--- config.mk ---
export PLATFORM = sky130hd
export DESIGN_NAME = if_id_register
export DESIGN_NICKNAME = d
export VERILOG_FILES = /design/src/rtl/if_id_register_pkg.sv /design/src/rtl/if_id_register_pipe_field_reg.sv /design/src/rtl/if_id_register.sv
export SDC_FILE = /design/constraint.sdc
export NUM_CORES = 1
export LEC_CHECK = 0
export ABC_AREA = 1
export ABC_CLOCK_PERIOD_IN_PS = 1100
export CELL_PAD_IN_SITES_DETAIL_PLACEMENT = 1
export CELL_PAD_IN_SITES_GLOBAL_PLACEMENT = 2
export CORE_MARGIN = 2
export CORE_UTILIZATION = 17
export DETAILED_ROUTE_END_ITERATION = 6
export PLACE_DENSITY_LB_ADDON = 0.1
export REMOVE_ABC_BUFFERS = 1
export SYNTH_ARGS = -nofsm -noshare
export SYNTH_HDL_FRONTEND = slang
export SYNTH_HIERARCHICAL = 1
export SYNTH_SLANG_ARGS = --single-unit
--- constraint.sdc ---
create_clock -name CLK -period 1.1 [get_ports CLK]
set_input_delay 0.165 -clock CLK [delete_from_list [all_inputs] [get_ports CLK]]
set_output_delay 0.165 -clock CLK [all_outputs]
set_load 0.05 [all_outputs]
--- src/rtl/if_id_register_pkg.sv ---
// Constants and field-action decoding shared by the pipeline registers.
// Used by if_id_register (optional Valid_Out enabled with IF_ID_VALID_EN).
package if_id_register_pkg;

    localparam int INSTR_WIDTH = 16;
    localparam logic [INSTR_WIDTH-1:0] NOP_ENCODING = '0;

    typedef enum logic [1:0] {
        FIELD_LOAD  = 2'd0,
        FIELD_HOLD  = 2'd1,
        FIELD_CLEAR = 2'd2
    } field_action_e;

    // Reset and flush both produce a bubble, so they collapse into one clear action.
    function automatic field_action_e decode_action(
        input logic rst,
        input logic flush,
        input logic stall
    );
        if (rst || flush) begin
            return FIELD_CLEAR;
        end
        if (stall) begin
            return FIELD_HOLD;
        end
        return FIELD_LOAD;
    endfunction

endpackage

--- src/rtl/if_id_register_pipe_field_reg.sv ---
// One field of a pipeline register: synchronous clear to a fixed value,
// otherwise load when enabled and hold when not.
module pipe_field_reg #(
    parameter int               Width      = 1,
    parameter logic [Width-1:0] ClearValue = '0
) (
    input  logic             clk,
    input  logic             clr,
    input  logic             en,
    input  logic [Width-1:0] d,
    output logic [Width-1:0] q
);

    logic [Width-1:0] q_reg;

    always_ff @(posedge clk) begin
        if (clr) begin
            q_reg <= ClearValue;
        end else if (en) begin
            q_reg <= d;
        end
    end

    assign q = q_reg;

endmodule

--- src/rtl/if_id_register.sv ---
// IF/ID pipeline register: RST > Flush > Stall > load, every field registered.
// Define IF_ID_VALID_EN to add the Valid_Out flag.
module if_id_register
    import if_id_register_pkg::*;
#(
    parameter int                    InstrWidth = INSTR_WIDTH,
    parameter logic [InstrWidth-1:0] NOP_INSTR  = InstrWidth'(NOP_ENCODING)
) (
    input  logic                  CLK,
    input  logic                  RST,
    input  logic                  Stall,
    input  logic                  Flush,
    input  logic [InstrWidth-1:0] Instruction_In,
    input  logic [InstrWidth-1:0] PC_In,
    input  logic                  Branch_Taken_In,
    output logic [InstrWidth-1:0] Instruction_Out,
    output logic [InstrWidth-1:0] PC_Out,
`ifdef IF_ID_VALID_EN
    output logic                  Valid_Out,
`endif
    output logic                  Branch_Taken_Out
);

    field_action_e action;
    logic          field_clr;
    logic          field_en;

    assign action    = decode_action(RST, Flush, Stall);
    assign field_clr = (action == FIELD_CLEAR);
    assign field_en  = (action == FIELD_LOAD);

    // All fields share one clear/enable pair so they can never update partially.
    pipe_field_reg #(
        .Width      (InstrWidth),
        .ClearValue (NOP_INSTR)
    ) u_instr_reg (
        .clk (CLK),
        .clr (field_clr),
        .en  (field_en),
        .d   (Instruction_In),
        .q   (Instruction_Out)
    );

    pipe_field_reg #(
        .Width      (InstrWidth),
        .ClearValue ('0)
    ) u_pc_reg (
        .clk (CLK),
        .clr (field_clr),
        .en  (field_en),
        .d   (PC_In),
        .q   (PC_Out)
    );

    pipe_field_reg #(
        .Width      (1),
        .ClearValue (1'b0)
    ) u_branch_reg (
        .clk (CLK),
        .clr (field_clr),
        .en  (field_en),
        .d   (Branch_Taken_In),
        .q   (Branch_Taken_Out)
    );

`ifdef IF_ID_VALID_EN
    pipe_field_reg #(
        .Width      (1),
        .ClearValue (1'b0)
    ) u_valid_reg (
        .clk (CLK),
        .clr (field_clr),
        .en  (field_en),
        .d   (1'b1),
        .q   (Valid_Out)
    );
`endif

endmodule

**Yosys cells after proc, flatten, opt, wreduce, memory -nomap -nowiden**

Cells that the tools add are included.

- Register bits after elaboration: 33
- Input bits: 37

- Mux-type cells: 7
- Equal/unequal tests: 1
- Reductions and logical operators: 2

Operators by type and width:

| cell | number |
|---|---|
| 2-to-1 mux 2 bit | 4 |
| 2-to-1 mux 1 bit | 3 |
| == test 2 bit, second input constant | 1 |
| zero test 2 bit | 1 |
| logical OR 1 bit | 1 |

**Depth between registers and ports, before layout**

Gate-level depths: netlist (run 1).

- Depth after elaboration: 6
- Gate-level depth with buffers: 7
- Gate-level depth less buffers: 6

**Cells and area by module**

The synthesis (run 1) kept the hierarchy.

Modules (own cells, without submodules):

| module | cells an instance | sequential area each (sq um) | area an instance (sq um) | times used |
|---|---|---|---|---|
| pipe_field_reg (u_instr_reg ...) | 101 | 320.3 | 670.6 | 2 |
| pipe_field_reg (u_branch_reg) | 7 | 20.0 | 45.0 | 1 |
| if_id_register | 4 | 0.0 | 20.0 | 1 |

**Least setup slack after synthesis (run 1)**

Ideal clock, no wire load.

- Path kind: input to register
- Start point: input RST
- End point: register u_instr_reg.q_reg[4] (netlist: u_instr_reg/q[4])
- Cell stages on the path: 7
- Path buffers: 1
- Setup slack: 0.000 ns
- Arrival: 0.984 ns
- Cell sequence: inv_1 nand2_2 nor2_2 buf_6 nand2_1 nand2_1 nor2_2

- Longest elaborated chain between the ends: 4
- Elaborated cells between the ends (all ways): 5

RTL lines:

| item | line | source |
|---|---|---|
| start, declared | if_id_register.sv:10 | `input logic RST,` |
| logical OR 1 bit | if_id_register_pkg.sv:20 | `if (rst \|\| flush) begin` |
| 2-to-1 mux 1 bit | if_id_register_pkg.sv:20 |  |
| 2-to-1 mux 2 bit | if_id_register_pkg.sv:23 | `if (stall) begin` |
| == test 2 bit | if_id_register.sv:29 | `assign field_clr = (action == FIELD_CLEAR);` |
| net field_clr | if_id_register.sv:25 | `logic field_clr;` |
| end signal, assigned | if_id_register_pipe_field_reg.sv:18 | `q_reg <= ClearValue;` |
| end, declared | if_id_register_pipe_field_reg.sv:14 | `logic [Width-1:0] q_reg;` |

The timed path passes the listed nets, and every way through them passes these cells.
A chain may end at the register's enable or synchronous reset.

**Worst setup path in the final report (run 1)**

- Start point: register u_pc_reg.q_reg[7] (netlist: u_pc_reg/q[7])
- End point: output PC_Out[7]

RTL lines:

| item | line | source |
|---|---|---|
| start, declared | if_id_register_pipe_field_reg.sv:14 |  |
| start signal, assigned | if_id_register_pipe_field_reg.sv:18 |  |
| end, declared | if_id_register.sv:17 | `output logic [InstrWidth-1:0] PC_Out,` |

No word-level cell between the ends.

==> summary.md, run 1 <==
| Metric | Value |
|---|---|
| Outcome | completed |
| Yosys top cell area share | 0.4698 |
| FF-to-FF End | u_branch_reg/q |
| CTS tree | built |
| Cells after Synth | 213 |
| Clock root buffer | clkbuf_8 |
| Crit path cell chain | buf_12 |
| Die Wd | 94.96 um |
| Initial antenna violation count | 0 |
| Hold path startpoint | RST |
| Startpoint types | register |
| Crit path max fanout | 2 |
| FP Rows | 33 |
| Share of cells above drive strength 1 | 0.2559 |
| CTS sink count | 33 |
| Number of synthesized register bits | 33 |
| Sequential share of the synthesized area | 0.4698 |
| Die area | 9016 sq um |
| Gpl congestion | 0.6503 |
| DRT Pass-1 Iters | 3 |
| Hold-fix buffers, CTS | 0 |
| Area of the core | 8134 sq um |
| Mapped cell area | roughly 1400 sq um |
| Worst path bufs/invs | 1 |
| Pwr Density | 961.8 nW/um^2 |
| Crit path from | u_pc_reg/q[7] |
| Via Count | around 1.4k |
| Post-detail-place hpwl | 2727 um |
| Gr usage total | 0.08900 |
| Fin. max-slew vios | 0 |
| Reg2reg start | u_branch_reg/q |
| Starting Density | 0.1729 |
| Mapped Avg Cell Area | ~6.6 sq um |
| Simple-gate share of the synthesized area | 0.3701 |
| Footprint of the multi-input gates | ~570 sq um |
| Worst min path class | primary input to register |
| Via density | 3.582 |
| Critical path's slowest cell | dfxtp_1 |
| FMAX | 976.0 MHz |
| Max Cap Violations | 0 |
| Peak supply drop | 0.3228 mV |
| Vias in the first global route | approximately 1.4k |
| Final hold vios | 0 |
| Netlist cell types | 8 |
| Clock Skews | 0 ps |
| CP Capture Type | output port |
| IO Pins | 70 |
| Antenna-violating nets left | 0 |
| Register area | 660.6 sq um |
| Grt ovf | 0 |
| Cell taking the most area after synthesis | dfxtp_1 |
| CP delay by family, top | flip-flops |
| CTS Buf Count | 5 |
| Routed len/inst | 11.31 um |
| Worst-Skew Late Latency | 280 ps |
| Adder-Cell Fraction of Synth Area | 0 |
| First-pass GRT wire length | 6223 um |
| Slew at the pin closest to its max-slew limit | between 150 and 200 ps |
| Filler cells | 938 |
| Final nets | 334 |
| Worst reg-to-reg setup slack | 460 ps |
| Main combinational cell family by area after synthesis | simple AND/OR/NAND/NOR gates |
| Initial DRC count | 15 |
| Die H | between 90 and 100 um |
| Residual DRC | 0 |
| Core Util, Final | 0.3587 |
| Commonest cells after routing, fill and taps aside | 61 x nand2_1, 52 x nor2_1, 38 x inv_1, 38 x buf_12 |
| Hold_ws | approximately 370 ps |
| CP Class | register to output port |
| Worst Path Arrival | around 860 ps |
| Leakage | 1.275 nW |
| Multiplexer share of the synthesized area | 0 |
| Max Buffers Root-to-Sink | 2 |
| Slew HR | 0.8717 |
| Endpoints failing setup | 0 |
| Crit path capture | PC_Out[7] |
| Synth top area cells | dfxtp_1 47%, nand2_1 18%, nor2_1 16% |
| Port Buffer Count | 69 |
| H-Tree Level Count | 2 |
| Post-synthesis xor/xnor area fraction | 0 |
| Area Overhead vs Synth | 107.5% |
| Critical Path Max Stage Delay | between 400 and 500 ps |
| Period utilization | 0.9315 |
| Clk slew on worst S/H paths | roughly 70 ps |
| Worst path depth | 1 |
| Pin count of the biggest net entering global routing | 37 |
| Diodes inserted | 0 |
| Routed Wire Length | 4545 um |
| Tmin final | 1025 ps |
| Worst Path Required | approximately 940 ps |
| Post-synthesis compound-gate area fraction | 0 |
| Reg2reg path depth | 2 |
| Synthesis Warnings | 6 |
| Commonest non-fill, non-tap cell in the layout | nand2_1 |
| RSZ-0062 raised after global routing | false |
metal layers:
| metal | track usage | wire, um | vias to the layer above |
|---|---|---|---|
| li1 | - | - | 764 |
| met1 | 0.09952 | 1962 | 624 |
| met2 | 0.1442 | 2120 | 47 |
| met3 | 0.04629 | 420 | 5 |
| met4 | 0.03261 | 42 | 0 |
| met5 | 0 | 0 | - |
cell families after synthesis:
group / after synthesis
AND/OR/NAND/NOR: 134
buffers and inverters: 46
flip-flops: 33
cell usage after synthesis:
| library cell | instances |
|---|---|
| nor2_1 | 61 |
| buf_6 | 6 |
| buf_4 | 2 |
| inv_1 | 38 |
| dfxtp_1 | 33 |
| nand2_2 | 1 |
| nand2_1 | 66 |
| nor2_2 | 6 |
worst min-delay path by stage:
stage                   endpoint  slack [ps]  cells past startpoint
4_1_cts        u_instr_reg/q[15]         470                      5
6_report          u_branch_reg/q         370                      7
2_1_floorplan   u_instr_reg/q[0]         350                      4
3_5_place_dp      u_pc_reg/q[11]         500                      2
5_1_grt           u_branch_reg/q         400                      7
3_3_place_gp    u_instr_reg/q[2]         500                      2
area by class of cell:
class,instances,share of cell area
Tap cell,105,0.04503
Clock buffer,7,0.02959
Multi-Input combinational cell,134,0.1938
Sequential cell,33,0.2264
Timing Repair Buffer,85,0.4563
Inverter,38,0.04889
per-stage QoR:
stage               TNS (ps)  total power [W]  instances  instance area (sq um)  worst slack (ps)
floorplan             -25730         0.001500        205                   1324            -794.6
global placement       -7642         0.001820        384                   2569            -249.8
detailed placement     -8235         0.001823        384                   2569            -272.0
CTS                        0         0.002795        391                   2655             39.16
global route               0         0.002955        402                   2918             31.54
finish                     0         0.002806        402                   2918             75.37
what timing repair did:
| action | CTS | global route |
|---|---|---|
| setup buffers | 0 | 2 |
| endpoints found under the setup margin | 0 | 29 |
| resized for setup | 0 | 19 |
power breakdown:
group          internal [W]  leakage, nW  total [W]  switching, W
clock network      0.000497       0.0443   0.000937      0.000440
registers           0.00122        0.267    0.00125     0.0000302
logic              0.000347        0.963   0.000617      0.000270
total               0.00207         1.27    0.00281      0.000741
Power figures use the tool's default switching activity.
==> run 2: changes to the inputs <==
--- a/config.mk
+++ b/config.mk
@@ -10,10 +10,12 @@
 export CELL_PAD_IN_SITES_DETAIL_PLACEMENT = 1
 export CELL_PAD_IN_SITES_GLOBAL_PLACEMENT = 2
 export CORE_MARGIN = 2
-export CORE_UTILIZATION = 17
+export CORE_UTILIZATION = 27
 export DETAILED_ROUTE_END_ITERATION = 6
+export DONT_BUFFER_PORTS = 1
 export PLACE_DENSITY_LB_ADDON = 0.1
 export REMOVE_ABC_BUFFERS = 1
+export SETUP_SLACK_MARGIN = 0.15
 export SYNTH_ARGS = -nofsm -noshare
 export SYNTH_HDL_FRONTEND = slang
 export SYNTH_HIERARCHICAL = 1
==> run 2 against run 1 <==
Net effect: register-to-register slack lost 120 ps; global-route usage grew 4.0 points; largest cell class is now flip-flops and latches; critical path depth is the same; total power shrank 12%; non-clock buffer count shrank 46; critical endpoint is now PC_Out[5]; sequential share of layout area grew 11 points; flip-flop and latch count is the same.
==> summary.md, run 2 (synthesized netlist as in run 1, its figures left out) <==
| Metric | Value |
|---|---|
| Routed len/inst | 11.16 um (-1.3%) |
| Residual DRC | 0 (unchanged) |
| Initial DRC count | 36 (+21) |
| Worst Path Required | 940 ps (about the same) |
| Commonest cells after routing, fill and taps aside | 66 x nand2_1, 61 x nor2_1, 38 x inv_1, 32 x dfxtp_2, 22 x buf_8 |
| Worst min path class | primary input to register |
| Worst path bufs/invs | 1 (unchanged) |
| Share of cells above drive strength 1 | 0.3294 (+0.07347) |
| Starting Density | 0.2771 (+0.1042) |
| Post-detail-place hpwl | 2607 um (-4.4%) |
| Tmin final | 947.1 ps (-77.51 ps) |
| Final hold vios | 0 (unchanged) |
| Pwr Density | 1205 nW/um^2 (+25%) |
| FP Rows | 26 (-21%) |
| First-pass GRT wire length | 6030 um (-3.1%) |
| Hold-fix buffers, CTS | 0 (unchanged) |
| Startpoint types | register |
| Critical path's slowest cell | dfxtp_2 |
| Commonest non-fill, non-tap cell in the layout | nand2_1 |
| Total power | 0.002483 W (-12%) |
| H-Tree Level Count | 2 (unchanged) |
| RSZ-0062 raised after global routing | true |
| Area of the core | 5075 sq um (-38%) |
| Slew at the pin closest to its max-slew limit | 468.2 ps (+276.1 ps) |
| Max Cap Violations | 0 (unchanged) |
| Period utilization | 0.8610 (-0.07047) |
| Gr usage total | 0.1287 (+0.03970) |
| Filler cells | 655 (-30%) |
| Die area | 5802 sq um (-36%) |
| Fin. max-slew vios | 0 (unchanged) |
| Die Wd | 76.17 um (-20%) |
| Diodes inserted | 0 (unchanged) |
| Gpl congestion | 0.6929 (+6.6%) |
| CTS tree | built |
| Antenna-violating nets left | 0 (unchanged) |
| Final nets | 288 (-14%) |
| Clock root buffer | clkbuf_8 |
| FMAX | 1056 MHz (+8.2%) |
| DRT Pass-1 Iters | 4 (+1) |
| Vias in the first global route | 1,408 (+2.2%) |
| Slew HR | 0.6876 (-0.1841) |
| Crit path cell chain | buf_8 |
| Sum Neg Setup Slack | 0 ps (unchanged) |
| Endpoints failing setup | 0 (unchanged) |
| CTS Buf Count | 5 (unchanged) |
| Clock Skews | 0 ps (unchanged) |
| Worst reg-to-reg setup slack | 340 ps (-120 ps) |
| CP delay by family, top | flip-flops |
| Grt ovf | 0 (unchanged) |
| Worst-Skew Late Latency | 280 ps (about the same) |
| Critical Path Max Stage Delay | 360 ps (-60 ps) |
| IO Pins | 70 (unchanged) |
| Max Buffers Root-to-Sink | 2 (unchanged) |
| Initial antenna violation count | 0 (unchanged) |
| Clk slew on worst S/H paths | 60 ps (about the same) |
| Worst Path Arrival | 780 ps (-80 ps) |
| Via Count | 1,310 (-9.0%) |
| Peak supply drop | 0.3233 mV (+0.16%) |
| Port Buffer Count | 0 (-100%) |
| Leakage | 0.9616 nW (-25%) |
| Via density | 4.068 (+14%) |
| CP Capture Type | output port |
| Pin count of the biggest net entering global routing | 39 (+5.4%) |
| Outcome | completed |
| Crit path max fanout | 2 (unchanged) |
| Routed Wire Length | 3594 um (-21%) |
| CTS sink count | 33 (unchanged) |
| Area Overhead vs Synth | 46.53% |
| CP Class | register to output port |
| Die H | 76.17 um (-20%) |
run 2: cell types whose count changed in the layout (fill, tap and decap cells not counted), sizes merged:
cell / before / now
dlymetal6s2s: 3 / 0
clkbuf: 13 / 8
clkdlybuf4s50: 33 / 0
buf: 43 / 39
run 2: worst paths after layout:
check                     from                to  cells past startpoint
min reg2reg   u_instr_reg/q[6]  u_instr_reg/q[6]                      2
min          Instruction_In[1]  u_instr_reg/q[1]                      4
max              u_pc_reg/q[5]         PC_Out[5]                      1
max reg2reg     u_pc_reg/q[10]    u_pc_reg/q[10]                      3
run 2: timing repair:
| item | CTS | global route |
|---|---|---|
| setup endpoints to repair | 33 | 31 |
| gates resized for setup | 58 | 29 |
| endpoints found under the hold margin | 0 | 0 |
| buffers inserted | 2 | 1 |
run 2: per-stage QoR:
stage          instances  hold slack [ps]  cell area [sq um]  setup WS [ps]    util
3_5_place_dp         311            364.8               1712          100.3  0.3373
4_1_cts              321            56.27               1974          136.6  0.3891
2_1_floorplan        205            353.2               1324         -794.6       -
5_1_grt              322            79.28               2061          125.6  0.4061
6_report             322            66.69               2061          152.9  0.4061
3_3_place_gp         311            358.9               1712          162.5  0.3373
run 2: final cells by class:
type                    instances  area [sq um]  area share
clock buffers                   8         80.08     0.03886
flip-flops and latches         33         700.7      0.3400
multi-input cells             134         525.5      0.2550
repair buffers                 39         524.3      0.2544
well taps                      70         87.58     0.04250
inverters                      38         142.6     0.06922
run 2: per-layer routing:
metal	vias to the layer above	global-route usage	share of wire
li1	669	-	-
met1	593	0.1337	0.41
met2	40	0.2384	0.53
met3	8	0.02962	0.043
met4	0	0.07091	0.021
met5	-	0	0
run 2: power breakdown:
part / internal [W] / total [W] / switching [W] / leakage (nW)
Combinational: 0.000137 / 0.000366 / 0.000230 / 0.639
Clock: 0.000449 / 0.000870 / 0.000420 / 0.0395
Sequential: 0.00123 / 0.00125 / 0.0000195 / 0.283
